[config.mk]
export PLATFORM = sky130hd
export DESIGN_NAME = axi_lite_regbank_flat
export DESIGN_NICKNAME = d
export VERILOG_FILES = /design/src/rtl/axi_lite_pkg.sv /design/src/rtl/axi_lite_regbank_if.sv /design/src/rtl/axi_lite_addr_decode.sv /design/src/rtl/axi_lite_regbank.sv /design/src/flat_wrapper.sv
export SDC_FILE = /design/constraint.sdc
export NUM_CORES = 1
export LEC_CHECK = 0
export BUFFER_PORTS_ARGS = -buffer_cell sky130_fd_sc_hd__clkbuf_2
export CAP_MARGIN = 20
export CORE_AREA = 2 2 266 268
export CTS_CLUSTER_DIAMETER = 80
export DETAILED_ROUTE_END_ITERATION = 8
export DIE_AREA = 0 0 268 270
export GPL_TIMING_DRIVEN = 0
export MAX_ROUTING_LAYER = met4
export PLACE_DENSITY = 0.49
export SYNTH_ARGS = -nofsm -noshare
export SYNTH_HDL_FRONTEND = slang
export SYNTH_SLANG_ARGS = --single-unit
[constraint.sdc]
create_clock -name ACLK -period 21.5 [get_ports ACLK]
set_input_delay 4.3 -clock ACLK [delete_from_list [all_inputs] [get_ports ACLK]]
set_output_delay 4.3 -clock ACLK [all_outputs]
set_load 0.01 [all_outputs]
[src/rtl/axi_lite_pkg.sv]
// Shared definitions for the AXI4-Lite register bank: response codes,
// channel state enums and elaboration-time width helpers.
package axi_lite_pkg;

  localparam logic [1:0] RESP_OKAY   = 2'b00;
  localparam logic [1:0] RESP_SLVERR = 2'b10;
  localparam logic [1:0] RESP_DECERR = 2'b11;

  typedef enum logic {
    W_IDLE = 1'b0,
    W_RESP = 1'b1
  } w_state_e;

  typedef enum logic {
    R_IDLE = 1'b0,
    R_DATA = 1'b1
  } r_state_e;

  function automatic int clog2(input int value);
    int r;
    r = 0;
    for (int v = value - 1; v > 0; v = v >> 1) begin
      r = r + 1;
    end
    return r;
  endfunction

  // Index width never collapses to zero bits, even for a single register.
  function automatic int idx_width(input int n);
    return (clog2(n) > 0) ? clog2(n) : 1;
  endfunction

endpackage

[src/rtl/axi_lite_regbank_if.sv]
// AXI4-Lite bus bundle between the fabric master and the register bank.
// Handshake: a transfer happens on a rising edge where VALID and READY are both
// high; once raised, VALID and its payload hold until that edge, and READY may
// be driven independently of VALID.
interface axi_lite_regbank_if #(
  parameter int ADDR_W = 32,
  parameter int DATA_W = 32
) ();

  logic [ADDR_W-1:0]   S_AXI_AWADDR;
  logic [2:0]          S_AXI_AWPROT;
  logic                S_AXI_AWVALID;
  logic                S_AXI_AWREADY;
  logic [DATA_W-1:0]   S_AXI_WDATA;
  logic [DATA_W/8-1:0] S_AXI_WSTRB;
  logic                S_AXI_WVALID;
  logic                S_AXI_WREADY;
  logic [1:0]          S_AXI_BRESP;
  logic                S_AXI_BVALID;
  logic                S_AXI_BREADY;
  logic [ADDR_W-1:0]   S_AXI_ARADDR;
  logic [2:0]          S_AXI_ARPROT;
  logic                S_AXI_ARVALID;
  logic                S_AXI_ARREADY;
  logic [DATA_W-1:0]   S_AXI_RDATA;
  logic [1:0]          S_AXI_RRESP;
  logic                S_AXI_RVALID;
  logic                S_AXI_RREADY;

  modport master (
    output S_AXI_AWADDR, S_AXI_AWPROT, S_AXI_AWVALID,
    output S_AXI_WDATA, S_AXI_WSTRB, S_AXI_WVALID,
    output S_AXI_BREADY,
    output S_AXI_ARADDR, S_AXI_ARPROT, S_AXI_ARVALID,
    output S_AXI_RREADY,
    input  S_AXI_AWREADY, S_AXI_WREADY,
    input  S_AXI_BRESP, S_AXI_BVALID,
    input  S_AXI_ARREADY,
    input  S_AXI_RDATA, S_AXI_RRESP, S_AXI_RVALID
  );

  modport slave (
    input  S_AXI_AWADDR, S_AXI_AWPROT, S_AXI_AWVALID,
    input  S_AXI_WDATA, S_AXI_WSTRB, S_AXI_WVALID,
    input  S_AXI_BREADY,
    input  S_AXI_ARADDR, S_AXI_ARPROT, S_AXI_ARVALID,
    input  S_AXI_RREADY,
    output S_AXI_AWREADY, S_AXI_WREADY,
    output S_AXI_BRESP, S_AXI_BVALID,
    output S_AXI_ARREADY,
    output S_AXI_RDATA, S_AXI_RRESP, S_AXI_RVALID
  );

endinterface

[src/rtl/axi_lite_addr_decode.sv]
// Combinational window decode: byte address -> register index, hit flags and
// the AXI response the access will receive.
module axi_lite_addr_decode
  import axi_lite_pkg::*;
#(
  parameter int                  ADDR_W   = 32,
  parameter int                  DATA_W   = 32,
  parameter int                  NUM_REG  = 8,
  parameter int                  IDX_W    = 3,
  parameter logic [ADDR_W-1:0]   BASE     = 32'h88000000,
  parameter logic [ADDR_W-1:0]   HIGH     = 32'h880001FF,
  parameter logic [NUM_REG-1:0]  RO_MASK  = '0
) (
  input  logic [ADDR_W-1:0] addr,
  input  logic              is_write,
  output logic [IDX_W-1:0]  index,
  output logic              hit,
  output logic              ro_hit,
  output logic [1:0]        resp
);

  localparam int SHIFT = clog2(DATA_W / 8);

  logic [ADDR_W-1:0] offset;
  logic [ADDR_W-1:0] word;
  logic              in_win;

  // Low offset bits drop out in the shift, so unaligned addresses alias.
  always_comb begin
    offset = addr - BASE;
    word   = offset >> SHIFT;
    in_win = (addr >= BASE) && (addr <= HIGH);
    hit    = in_win && (word < ADDR_W'(NUM_REG));
    index  = word[IDX_W-1:0];
    ro_hit = hit && RO_MASK[index];
    if (!hit) begin
      resp = RESP_DECERR;
    end else if (is_write && ro_hit) begin
      resp = RESP_SLVERR;
    end else begin
      resp = RESP_OKAY;
    end
  end

endmodule

[src/rtl/axi_lite_regbank.sv]
// Parametrised AXI4-Lite slave register bank with byte strobes, read-only
// status registers and independent AW/W acceptance.
module axi_lite_regbank
  import axi_lite_pkg::*;
#(
  parameter int                                C_S_AXI_ADDR_WIDTH = 32,
  parameter int                                C_S_AXI_DATA_WIDTH = 32,
  parameter logic [C_S_AXI_ADDR_WIDTH-1:0]     C_BASEADDR         = 32'h88000000,
  parameter logic [C_S_AXI_ADDR_WIDTH-1:0]     C_HIGHADDR         = 32'h880001FF,
  parameter int                                C_NUM_REG          = 8,
  parameter logic [C_NUM_REG-1:0]              C_RO_MASK          = '0
) (
  input  logic                                     ACLK,
  input  logic                                     ARESET,
  axi_lite_regbank_if.slave                        s_axi,
  output logic [C_NUM_REG*C_S_AXI_DATA_WIDTH-1:0]  reg_out,
  input  logic [C_NUM_REG*C_S_AXI_DATA_WIDTH-1:0]  reg_in,
  output logic [C_NUM_REG-1:0]                     reg_wr_pulse,
  output w_state_e                                 dbg_w_state,
  output r_state_e                                 dbg_r_state
);

  localparam int AW    = C_S_AXI_ADDR_WIDTH;
  localparam int DW    = C_S_AXI_DATA_WIDTH;
  localparam int NB    = DW / 8;
  localparam int IDX_W = idx_width(C_NUM_REG);

  // Write channel state
  w_state_e         w_state_q, w_state_d;
  logic             aw_held_q, aw_held_d;
  logic             w_held_q, w_held_d;
  logic [AW-1:0]    aw_addr_q, aw_addr_d;
  logic [DW-1:0]    w_data_q, w_data_d;
  logic [NB-1:0]    w_strb_q, w_strb_d;
  logic             awready_q, awready_d;
  logic             wready_q, wready_d;
  logic             bvalid_q, bvalid_d;
  logic [1:0]       bresp_q, bresp_d;
  logic [DW-1:0]    regs_q [C_NUM_REG];
  logic [DW-1:0]    regs_d [C_NUM_REG];
  logic [C_NUM_REG-1:0] pulse_q, pulse_d;

  // Read channel state
  r_state_e         r_state_q, r_state_d;
  logic             arready_q, arready_d;
  logic             rvalid_q, rvalid_d;
  logic [1:0]       rresp_q, rresp_d;
  logic [DW-1:0]    rdata_q, rdata_d;

  logic             aw_hs, w_hs, ar_hs;
  logic [AW-1:0]    wr_addr;
  logic [DW-1:0]    wr_data;
  logic [NB-1:0]    wr_strb;
  logic [IDX_W-1:0] wr_idx, rd_idx;
  logic [1:0]       wr_resp, rd_resp;
  logic             rd_hit, rd_ro;
  logic             wr_hit_unused, wr_ro_unused;
  logic             unused_prot;

  assign aw_hs = s_axi.S_AXI_AWVALID & awready_q;
  assign w_hs  = s_axi.S_AXI_WVALID  & wready_q;
  assign ar_hs = s_axi.S_AXI_ARVALID & arready_q;

  // A channel already held supplies its latched payload; otherwise the live bus.
  assign wr_addr = aw_held_q ? aw_addr_q : s_axi.S_AXI_AWADDR;
  assign wr_data = w_held_q  ? w_data_q  : s_axi.S_AXI_WDATA;
  assign wr_strb = w_held_q  ? w_strb_q  : s_axi.S_AXI_WSTRB;

  assign unused_prot = ^{s_axi.S_AXI_AWPROT, s_axi.S_AXI_ARPROT};

  axi_lite_addr_decode #(
    .ADDR_W (AW),
    .DATA_W (DW),
    .NUM_REG(C_NUM_REG),
    .IDX_W  (IDX_W),
    .BASE   (C_BASEADDR),
    .HIGH   (C_HIGHADDR),
    .RO_MASK(C_RO_MASK)
  ) u_aw_decode (
    .addr    (wr_addr),
    .is_write(1'b1),
    .index   (wr_idx),
    .hit     (wr_hit_unused),
    .ro_hit  (wr_ro_unused),
    .resp    (wr_resp)
  );

  axi_lite_addr_decode #(
    .ADDR_W (AW),
    .DATA_W (DW),
    .NUM_REG(C_NUM_REG),
    .IDX_W  (IDX_W),
    .BASE   (C_BASEADDR),
    .HIGH   (C_HIGHADDR),
    .RO_MASK(C_RO_MASK)
  ) u_ar_decode (
    .addr    (s_axi.S_AXI_ARADDR),
    .is_write(1'b0),
    .index   (rd_idx),
    .hit     (rd_hit),
    .ro_hit  (rd_ro),
    .resp    (rd_resp)
  );

  always_comb begin
    w_state_d = w_state_q;
    aw_held_d = aw_held_q;
    w_held_d  = w_held_q;
    aw_addr_d = aw_addr_q;
    w_data_d  = w_data_q;
    w_strb_d  = w_strb_q;
    awready_d = awready_q;
    wready_d  = wready_q;
    bvalid_d  = bvalid_q;
    bresp_d   = bresp_q;
    regs_d    = regs_q;
    pulse_d   = '0;
    case (w_state_q)
      W_IDLE: begin
        if (aw_hs) begin
          aw_held_d = 1'b1;
          aw_addr_d = s_axi.S_AXI_AWADDR;
        end
        if (w_hs) begin
          w_held_d = 1'b1;
          w_data_d = s_axi.S_AXI_WDATA;
          w_strb_d = s_axi.S_AXI_WSTRB;
        end
        if (aw_held_d && w_held_d) begin
          // Errors leave the register untouched and suppress the pulse.
          if (wr_resp == RESP_OKAY) begin
            for (int b = 0; b < NB; b++) begin
              if (wr_strb[b]) begin
                regs_d[wr_idx][b*8 +: 8] = wr_data[b*8 +: 8];
              end
            end
            pulse_d[wr_idx] = 1'b1;
          end
          bvalid_d  = 1'b1;
          bresp_d   = wr_resp;
          w_state_d = W_RESP;
          awready_d = 1'b0;
          wready_d  = 1'b0;
        end else begin
          awready_d = ~aw_held_d;
          wready_d  = ~w_held_d;
        end
      end
      W_RESP: begin
        if (s_axi.S_AXI_BREADY) begin
          w_state_d = W_IDLE;
          bvalid_d  = 1'b0;
          aw_held_d = 1'b0;
          w_held_d  = 1'b0;
          awready_d = 1'b1;
          wready_d  = 1'b1;
        end
      end
      default: w_state_d = W_IDLE;
    endcase
  end

  // Reads sample regs_q, so a same-edge write is not yet visible.
  always_comb begin
    r_state_d = r_state_q;
    arready_d = arready_q;
    rvalid_d  = rvalid_q;
    rresp_d   = rresp_q;
    rdata_d   = rdata_q;
    case (r_state_q)
      R_IDLE: begin
        arready_d = 1'b1;
        if (ar_hs) begin
          if (!rd_hit) begin
            rdata_d = '0;
          end else if (rd_ro) begin
            rdata_d = reg_in[rd_idx*DW +: DW];
          end else begin
            rdata_d = regs_q[rd_idx];
          end
          rresp_d   = rd_resp;
          rvalid_d  = 1'b1;
          r_state_d = R_DATA;
          arready_d = 1'b0;
        end
      end
      R_DATA: begin
        if (s_axi.S_AXI_RREADY) begin
          rvalid_d  = 1'b0;
          r_state_d = R_IDLE;
          arready_d = 1'b1;
        end
      end
      default: r_state_d = R_IDLE;
    endcase
  end

  always_ff @(posedge ACLK or posedge ARESET) begin
    if (ARESET) begin
      w_state_q <= W_IDLE;
      aw_held_q <= 1'b0;
      w_held_q  <= 1'b0;
      aw_addr_q <= '0;
      w_data_q  <= '0;
      w_strb_q  <= '0;
      awready_q <= 1'b0;
      wready_q  <= 1'b0;
      bvalid_q  <= 1'b0;
      bresp_q   <= RESP_OKAY;
      for (int i = 0; i < C_NUM_REG; i++) begin
        regs_q[i] <= '0;
      end
      pulse_q   <= '0;
      r_state_q <= R_IDLE;
      arready_q <= 1'b0;
      rvalid_q  <= 1'b0;
      rresp_q   <= RESP_OKAY;
      rdata_q   <= '0;
    end else begin
      w_state_q <= w_state_d;
      aw_held_q <= aw_held_d;
      w_held_q  <= w_held_d;
      aw_addr_q <= aw_addr_d;
      w_data_q  <= w_data_d;
      w_strb_q  <= w_strb_d;
      awready_q <= awready_d;
      wready_q  <= wready_d;
      bvalid_q  <= bvalid_d;
      bresp_q   <= bresp_d;
      regs_q    <= regs_d;
      pulse_q   <= pulse_d;
      r_state_q <= r_state_d;
      arready_q <= arready_d;
      rvalid_q  <= rvalid_d;
      rresp_q   <= rresp_d;
      rdata_q   <= rdata_d;
    end
  end

  for (genvar g = 0; g < C_NUM_REG; g++) begin : g_reg_out
    assign reg_out[g*DW +: DW] = regs_q[g];
  end

  assign reg_wr_pulse        = pulse_q;
  assign s_axi.S_AXI_AWREADY = awready_q;
  assign s_axi.S_AXI_WREADY  = wready_q;
  assign s_axi.S_AXI_BVALID  = bvalid_q;
  assign s_axi.S_AXI_BRESP   = bresp_q;
  assign s_axi.S_AXI_ARREADY = arready_q;
  assign s_axi.S_AXI_RVALID  = rvalid_q;
  assign s_axi.S_AXI_RRESP   = rresp_q;
  assign s_axi.S_AXI_RDATA   = rdata_q;
  assign dbg_w_state         = w_state_q;
  assign dbg_r_state         = r_state_q;

endmodule

[src/flat_wrapper.sv]
// flat-port wrapper written by rule: the top's interface ports become plain ports
module axi_lite_regbank_flat import axi_lite_pkg::*;
#(
  parameter int                                C_S_AXI_ADDR_WIDTH = 32,
  parameter int                                C_S_AXI_DATA_WIDTH = 32,
  parameter logic [C_S_AXI_ADDR_WIDTH-1:0]     C_BASEADDR         = 32'h88000000,
  parameter logic [C_S_AXI_ADDR_WIDTH-1:0]     C_HIGHADDR         = 32'h880001FF,
  parameter int                                C_NUM_REG          = 8,
  parameter logic [C_NUM_REG-1:0]              C_RO_MASK          = '0
)
  (ACLK, ARESET, reg_out, reg_in, reg_wr_pulse, dbg_w_state, dbg_r_state, s_axi_S_AXI_AWADDR, s_axi_S_AXI_AWPROT, s_axi_S_AXI_AWVALID, s_axi_S_AXI_WDATA, s_axi_S_AXI_WSTRB, s_axi_S_AXI_WVALID, s_axi_S_AXI_BREADY, s_axi_S_AXI_ARADDR, s_axi_S_AXI_ARPROT, s_axi_S_AXI_ARVALID, s_axi_S_AXI_RREADY, s_axi_S_AXI_AWREADY, s_axi_S_AXI_WREADY, s_axi_S_AXI_BRESP, s_axi_S_AXI_BVALID, s_axi_S_AXI_ARREADY, s_axi_S_AXI_RDATA, s_axi_S_AXI_RRESP, s_axi_S_AXI_RVALID);
  axi_lite_regbank_if #(.ADDR_W((32)), .DATA_W((32))) s_axi_i ();
  input  logic ACLK;
  input  logic ARESET;
  output logic [C_NUM_REG*C_S_AXI_DATA_WIDTH-1:0] reg_out;
  input  logic [C_NUM_REG*C_S_AXI_DATA_WIDTH-1:0] reg_in;
  output logic [C_NUM_REG-1:0] reg_wr_pulse;
  output w_state_e dbg_w_state;
  output r_state_e dbg_r_state;
  input wire logic [$bits(s_axi_i.S_AXI_AWADDR)-1:0] s_axi_S_AXI_AWADDR;
  input wire logic [$bits(s_axi_i.S_AXI_AWPROT)-1:0] s_axi_S_AXI_AWPROT;
  input wire logic [$bits(s_axi_i.S_AXI_AWVALID)-1:0] s_axi_S_AXI_AWVALID;
  input wire logic [$bits(s_axi_i.S_AXI_WDATA)-1:0] s_axi_S_AXI_WDATA;
  input wire logic [$bits(s_axi_i.S_AXI_WSTRB)-1:0] s_axi_S_AXI_WSTRB;
  input wire logic [$bits(s_axi_i.S_AXI_WVALID)-1:0] s_axi_S_AXI_WVALID;
  input wire logic [$bits(s_axi_i.S_AXI_BREADY)-1:0] s_axi_S_AXI_BREADY;
  input wire logic [$bits(s_axi_i.S_AXI_ARADDR)-1:0] s_axi_S_AXI_ARADDR;
  input wire logic [$bits(s_axi_i.S_AXI_ARPROT)-1:0] s_axi_S_AXI_ARPROT;
  input wire logic [$bits(s_axi_i.S_AXI_ARVALID)-1:0] s_axi_S_AXI_ARVALID;
  input wire logic [$bits(s_axi_i.S_AXI_RREADY)-1:0] s_axi_S_AXI_RREADY;
  output wire logic [$bits(s_axi_i.S_AXI_AWREADY)-1:0] s_axi_S_AXI_AWREADY;
  output wire logic [$bits(s_axi_i.S_AXI_WREADY)-1:0] s_axi_S_AXI_WREADY;
  output wire logic [$bits(s_axi_i.S_AXI_BRESP)-1:0] s_axi_S_AXI_BRESP;
  output wire logic [$bits(s_axi_i.S_AXI_BVALID)-1:0] s_axi_S_AXI_BVALID;
  output wire logic [$bits(s_axi_i.S_AXI_ARREADY)-1:0] s_axi_S_AXI_ARREADY;
  output wire logic [$bits(s_axi_i.S_AXI_RDATA)-1:0] s_axi_S_AXI_RDATA;
  output wire logic [$bits(s_axi_i.S_AXI_RRESP)-1:0] s_axi_S_AXI_RRESP;
  output wire logic [$bits(s_axi_i.S_AXI_RVALID)-1:0] s_axi_S_AXI_RVALID;
  assign s_axi_i.S_AXI_AWADDR = s_axi_S_AXI_AWADDR;
  assign s_axi_i.S_AXI_AWPROT = s_axi_S_AXI_AWPROT;
  assign s_axi_i.S_AXI_AWVALID = s_axi_S_AXI_AWVALID;
  assign s_axi_i.S_AXI_WDATA = s_axi_S_AXI_WDATA;
  assign s_axi_i.S_AXI_WSTRB = s_axi_S_AXI_WSTRB;
  assign s_axi_i.S_AXI_WVALID = s_axi_S_AXI_WVALID;
  assign s_axi_i.S_AXI_BREADY = s_axi_S_AXI_BREADY;
  assign s_axi_i.S_AXI_ARADDR = s_axi_S_AXI_ARADDR;
  assign s_axi_i.S_AXI_ARPROT = s_axi_S_AXI_ARPROT;
  assign s_axi_i.S_AXI_ARVALID = s_axi_S_AXI_ARVALID;
  assign s_axi_i.S_AXI_RREADY = s_axi_S_AXI_RREADY;
  assign s_axi_S_AXI_AWREADY = s_axi_i.S_AXI_AWREADY;
  assign s_axi_S_AXI_WREADY = s_axi_i.S_AXI_WREADY;
  assign s_axi_S_AXI_BRESP = s_axi_i.S_AXI_BRESP;
  assign s_axi_S_AXI_BVALID = s_axi_i.S_AXI_BVALID;
  assign s_axi_S_AXI_ARREADY = s_axi_i.S_AXI_ARREADY;
  assign s_axi_S_AXI_RDATA = s_axi_i.S_AXI_RDATA;
  assign s_axi_S_AXI_RRESP = s_axi_i.S_AXI_RRESP;
  assign s_axi_S_AXI_RVALID = s_axi_i.S_AXI_RVALID;
  axi_lite_regbank #(.C_S_AXI_ADDR_WIDTH(C_S_AXI_ADDR_WIDTH), .C_S_AXI_DATA_WIDTH(C_S_AXI_DATA_WIDTH), .C_BASEADDR(C_BASEADDR), .C_HIGHADDR(C_HIGHADDR), .C_NUM_REG(C_NUM_REG), .C_RO_MASK(C_RO_MASK)) u_core (.ACLK(ACLK), .ARESET(ARESET), .s_axi(s_axi_i), .reg_out(reg_out), .reg_in(reg_in), .reg_wr_pulse(reg_wr_pulse), .dbg_w_state(dbg_w_state), .dbg_r_state(dbg_r_state));
endmodule
==> run metrics <==
ANT nets after route 0; TritonRoute pass-1 iters 5; worst hold slack 0.4777 ns; Synth Register Bits 373; synthesized instance count approximately 1100; worst min path class reg2reg; Min Clock Period, post-route roughly 7 ns; HPWL Detailed about 47000 µm; DRC 0; clk sinks 373; Arr. time, crit path about 7.3 ns; clk root buf clkbuf_16; Netlist Area Pre-Place 17200 µm²; Distinct cells, synth just over 40; register area share after synthesis between 50% and 60%; remaining global-route overflow 0; Slew HR 22.49%; Area Overhead vs Synth 29.57%; RSZ-0062 raised after global routing no; Yosys warning count 0; Cell Chain, Critical Path clkbuf_2 > mux2i_1 > ha_1 > xor2_1 > o221ai_2 > buf_2 > nor4_4 > mux2_2; first-pass GRT wire length 91560 µm; TritonCTS Buffers 47; Die Span X 268 µm; peak supply drop between 0.05 and 0.06 mV; fin cells about 2600; startpoint types input port; Layout Utilization 32.04%; max-cap viol count 0; Starting Density around a quarter; CP endpoint kind flop; via count 11910; fraction of the cycle the final worst path needs between 30% and 40%; die area just over 70000 µm²; synth top area cells dfrtp_1 (54%), mux2_2 (21%), mux4_2 (8.4%); share of layout cells above drive strength 1 58.93%; Post-CTS Hold Buffers 0; Post-synth EDFFs 0; # rows a little under 100; Die H between 200 and 300 µm; Max Fclk around 150 MHz; Cells after DPL 2470; register clock-pin slew on the reported worst setup and hold paths 0.06 ns; Slew Viols, Final 0; leakage power 11.09 nW; I/O Pins 676; Routability Congestion around 0.8; run status completed; critical path type in2reg; Post-CTS Setup Inserts 0; Fin Setup TNS 0 ns; Tot Pwr 2.059 mW; Layout Skew 0.02391 ns; worst slew pin tran 1.154 ns; First DRT Iteration DRCs about 570; Synth top area share a little over half; Clock Latency Late Sink 0.59 ns; Post-synth ARST share 100.0%; final hold violations 0; CP max stage delay between 0.9 and 1 ns; Yosys top cell by area dfrtp_1; Max clock buf depth 3; Nets 1954; largest net degree at the start of global routing approximately 120; number of port buffers roughly 400; H-Tree Depth 2; CTS resizes 0; initial antenna violation count 22; drt wl/cell 24.51 µm; vias in the first global route 12750; synthesized area per cell 15.41 µm²; CP max FO 10; Worst Path Required approximately 22 ns; CTS tree yes; Power Density 92.39 nW/µm²; synthesized netlist net count between 1000 and 1500; core box area 69540 µm²; Primary FF master, synth dfrtp_1; Worst path slowest cell nor4_4; gr usage total 17.94%; routed vias/inst 4.620; Detailed Route WL between 60000 and 70000 µm; Final setup viols 0
critical path: cells and delay by family:
kind            cells  cell delay (ns)
xor+xnor            1             0.36
compound gates      1             0.33
mux                 2             0.61
fa+ha+maj           1             0.20
simple gates        1             0.96
buf+inv             2             0.51
cell usage after synthesis, types with 6 or more instances:
| cell type | instances |
|---|---|
| buf_1 | 10 |
| buf_2 | 8 |
| clkbuf_1 | 27 |
| dfrtp_1 | 373 |
| mux2_1 | 13 |
| mux2_2 | 326 |
| mux2_4 | 16 |
| mux2i_1 | 40 |
| mux4_2 | 64 |
| nand2_1 | 78 |
| nand2b_1 | 6 |
| nor2_1 | 17 |
| nor4_1 | 11 |
| nor4_4 | 32 |
| nor4b_1 | 11 |
| o21ai_0 | 35 |
metrics by stage:
| step | worst slack (ns) | cell area [µm²] |
|---|---|---|
| floorplan | 6.841 | 17200 |
| global placement | 2.223 | 20410 |
| detailed placement | 14.07 | 20570 |
| CTS | 14.69 | 22180 |
| global route | 14.60 | 22280 |
| finish | 14.66 | 22280 |
path summary, 6_finish.rpt:
kind                                        startpoint                           to  slack [ns]  depth (start not counted)
setup / recovery                s_axi_S_AXI_AWADDR[27]          u_core.reg_out[122]       14.66                          8
hold / removal             u_core.s_axi.S_AXI_RDATA[5]  u_core.s_axi.S_AXI_RDATA[5]        0.48                          2
setup reg to reg                      u_core.aw_held_q          u_core.reg_out[122]       17.31                          9
hold reg to reg            u_core.s_axi.S_AXI_RDATA[5]  u_core.s_axi.S_AXI_RDATA[5]        0.48                          2
max in group asynchronous                       ARESET          u_core.reg_out[119]       16.17                          4
min in group asynchronous                       ARESET          u_core.reg_out[193]        3.78                          2
logic make-up after synthesis:
kind of cell             count (synthesis)  share of synthesized area [%]
AO/OA/AOI/OAI                           51                          1.761
adder cells (fa/ha/maj)                  2                         0.1455
AND/OR/NAND/NOR                        174                          8.003
XOR/XNOR                                 2                         0.1019
buffers and inverters                   55                          1.411
flip-flops                             373                          54.27
multiplexers                           459                          34.30
sequential cells by signal (all words and copies together), names as in the netlist:
name and count:
u_core.s_axi.S_AXI_RDATA 32, u_core.aw_held_q 1, u_core.dbg_w_state 1, u_core.w_strb_q 4, u_core.s_axi.S_AXI_AWREADY 1, u_core.dbg_r_state 1
u_core.reg_wr_pulse 8, u_core.s_axi.S_AXI_ARREADY 1, u_core.s_axi.S_AXI_RRESP 1, u_core.s_axi.S_AXI_RVALID 1, u_core.reg_out 256, u_core.s_axi.S_AXI_BVALID 1
u_core.s_axi.S_AXI_WREADY 1, u_core.aw_addr_q 30, u_core.s_axi.S_AXI_BRESP 1, u_core.w_data_q 32, u_core.w_held_q 1
power breakdown:
group          switching, mW  total [mW]  internal, mW
Sequential            0.0419       0.817         0.775
Combinational          0.270       0.431         0.161
Clock                  0.319       0.811         0.492
Total                  0.631        2.06          1.43
cell type report:
cell class	instances	area, µm²
timing repair buffer	418	2251
antenna	18	45.04
inverter	4	22.52
multi-input combinational	688	7621
clock buffer	72	1461
buffer	51	227.7
tap	940	1176
sequential	373	9334
clock inverter	13	143.9
fill	6982	47260
per-layer routing:
layer	up-vias	share of wire, %	global-route usage [%]
li1	5167	-	-
met5	-	0	-
met3	78	9.3	6.829
met4	0	2.1	4.543
met1	6238	45	23.23
met2	423	44	26.25
layout by cell type, fill, tap and decap left out, drive strengths merged:
cell type,netlist,layout
nand3,2,2
or4,3,3
ha,2,2
nand2b,6,6
nor4,44,44
a221o,1,1
xnor2,1,1
clkinvlp,0,1
and3,1,1
nand2,78,78
mux2,355,355
xor2,1,1
or3,1,1
bufinv,0,2
a21o,2,2
nand3b,4,4
dfrtp,373,373
mux4,64,64
o21ai,36,36
nand4,3,3
inv,4,7
mux2i,40,40
clkbuf,27,505
o21a,1,1
o22a,2,2
o221ai,2,2
o211ai,1,1
a21oi,5,5
clkinv,0,7
nor4b,11,11
nor2,17,17
o2111a,1,1
buf,24,36
nor3,4,4
diode,0,18
No activity file was read; power rests on OpenSTA's default activity.
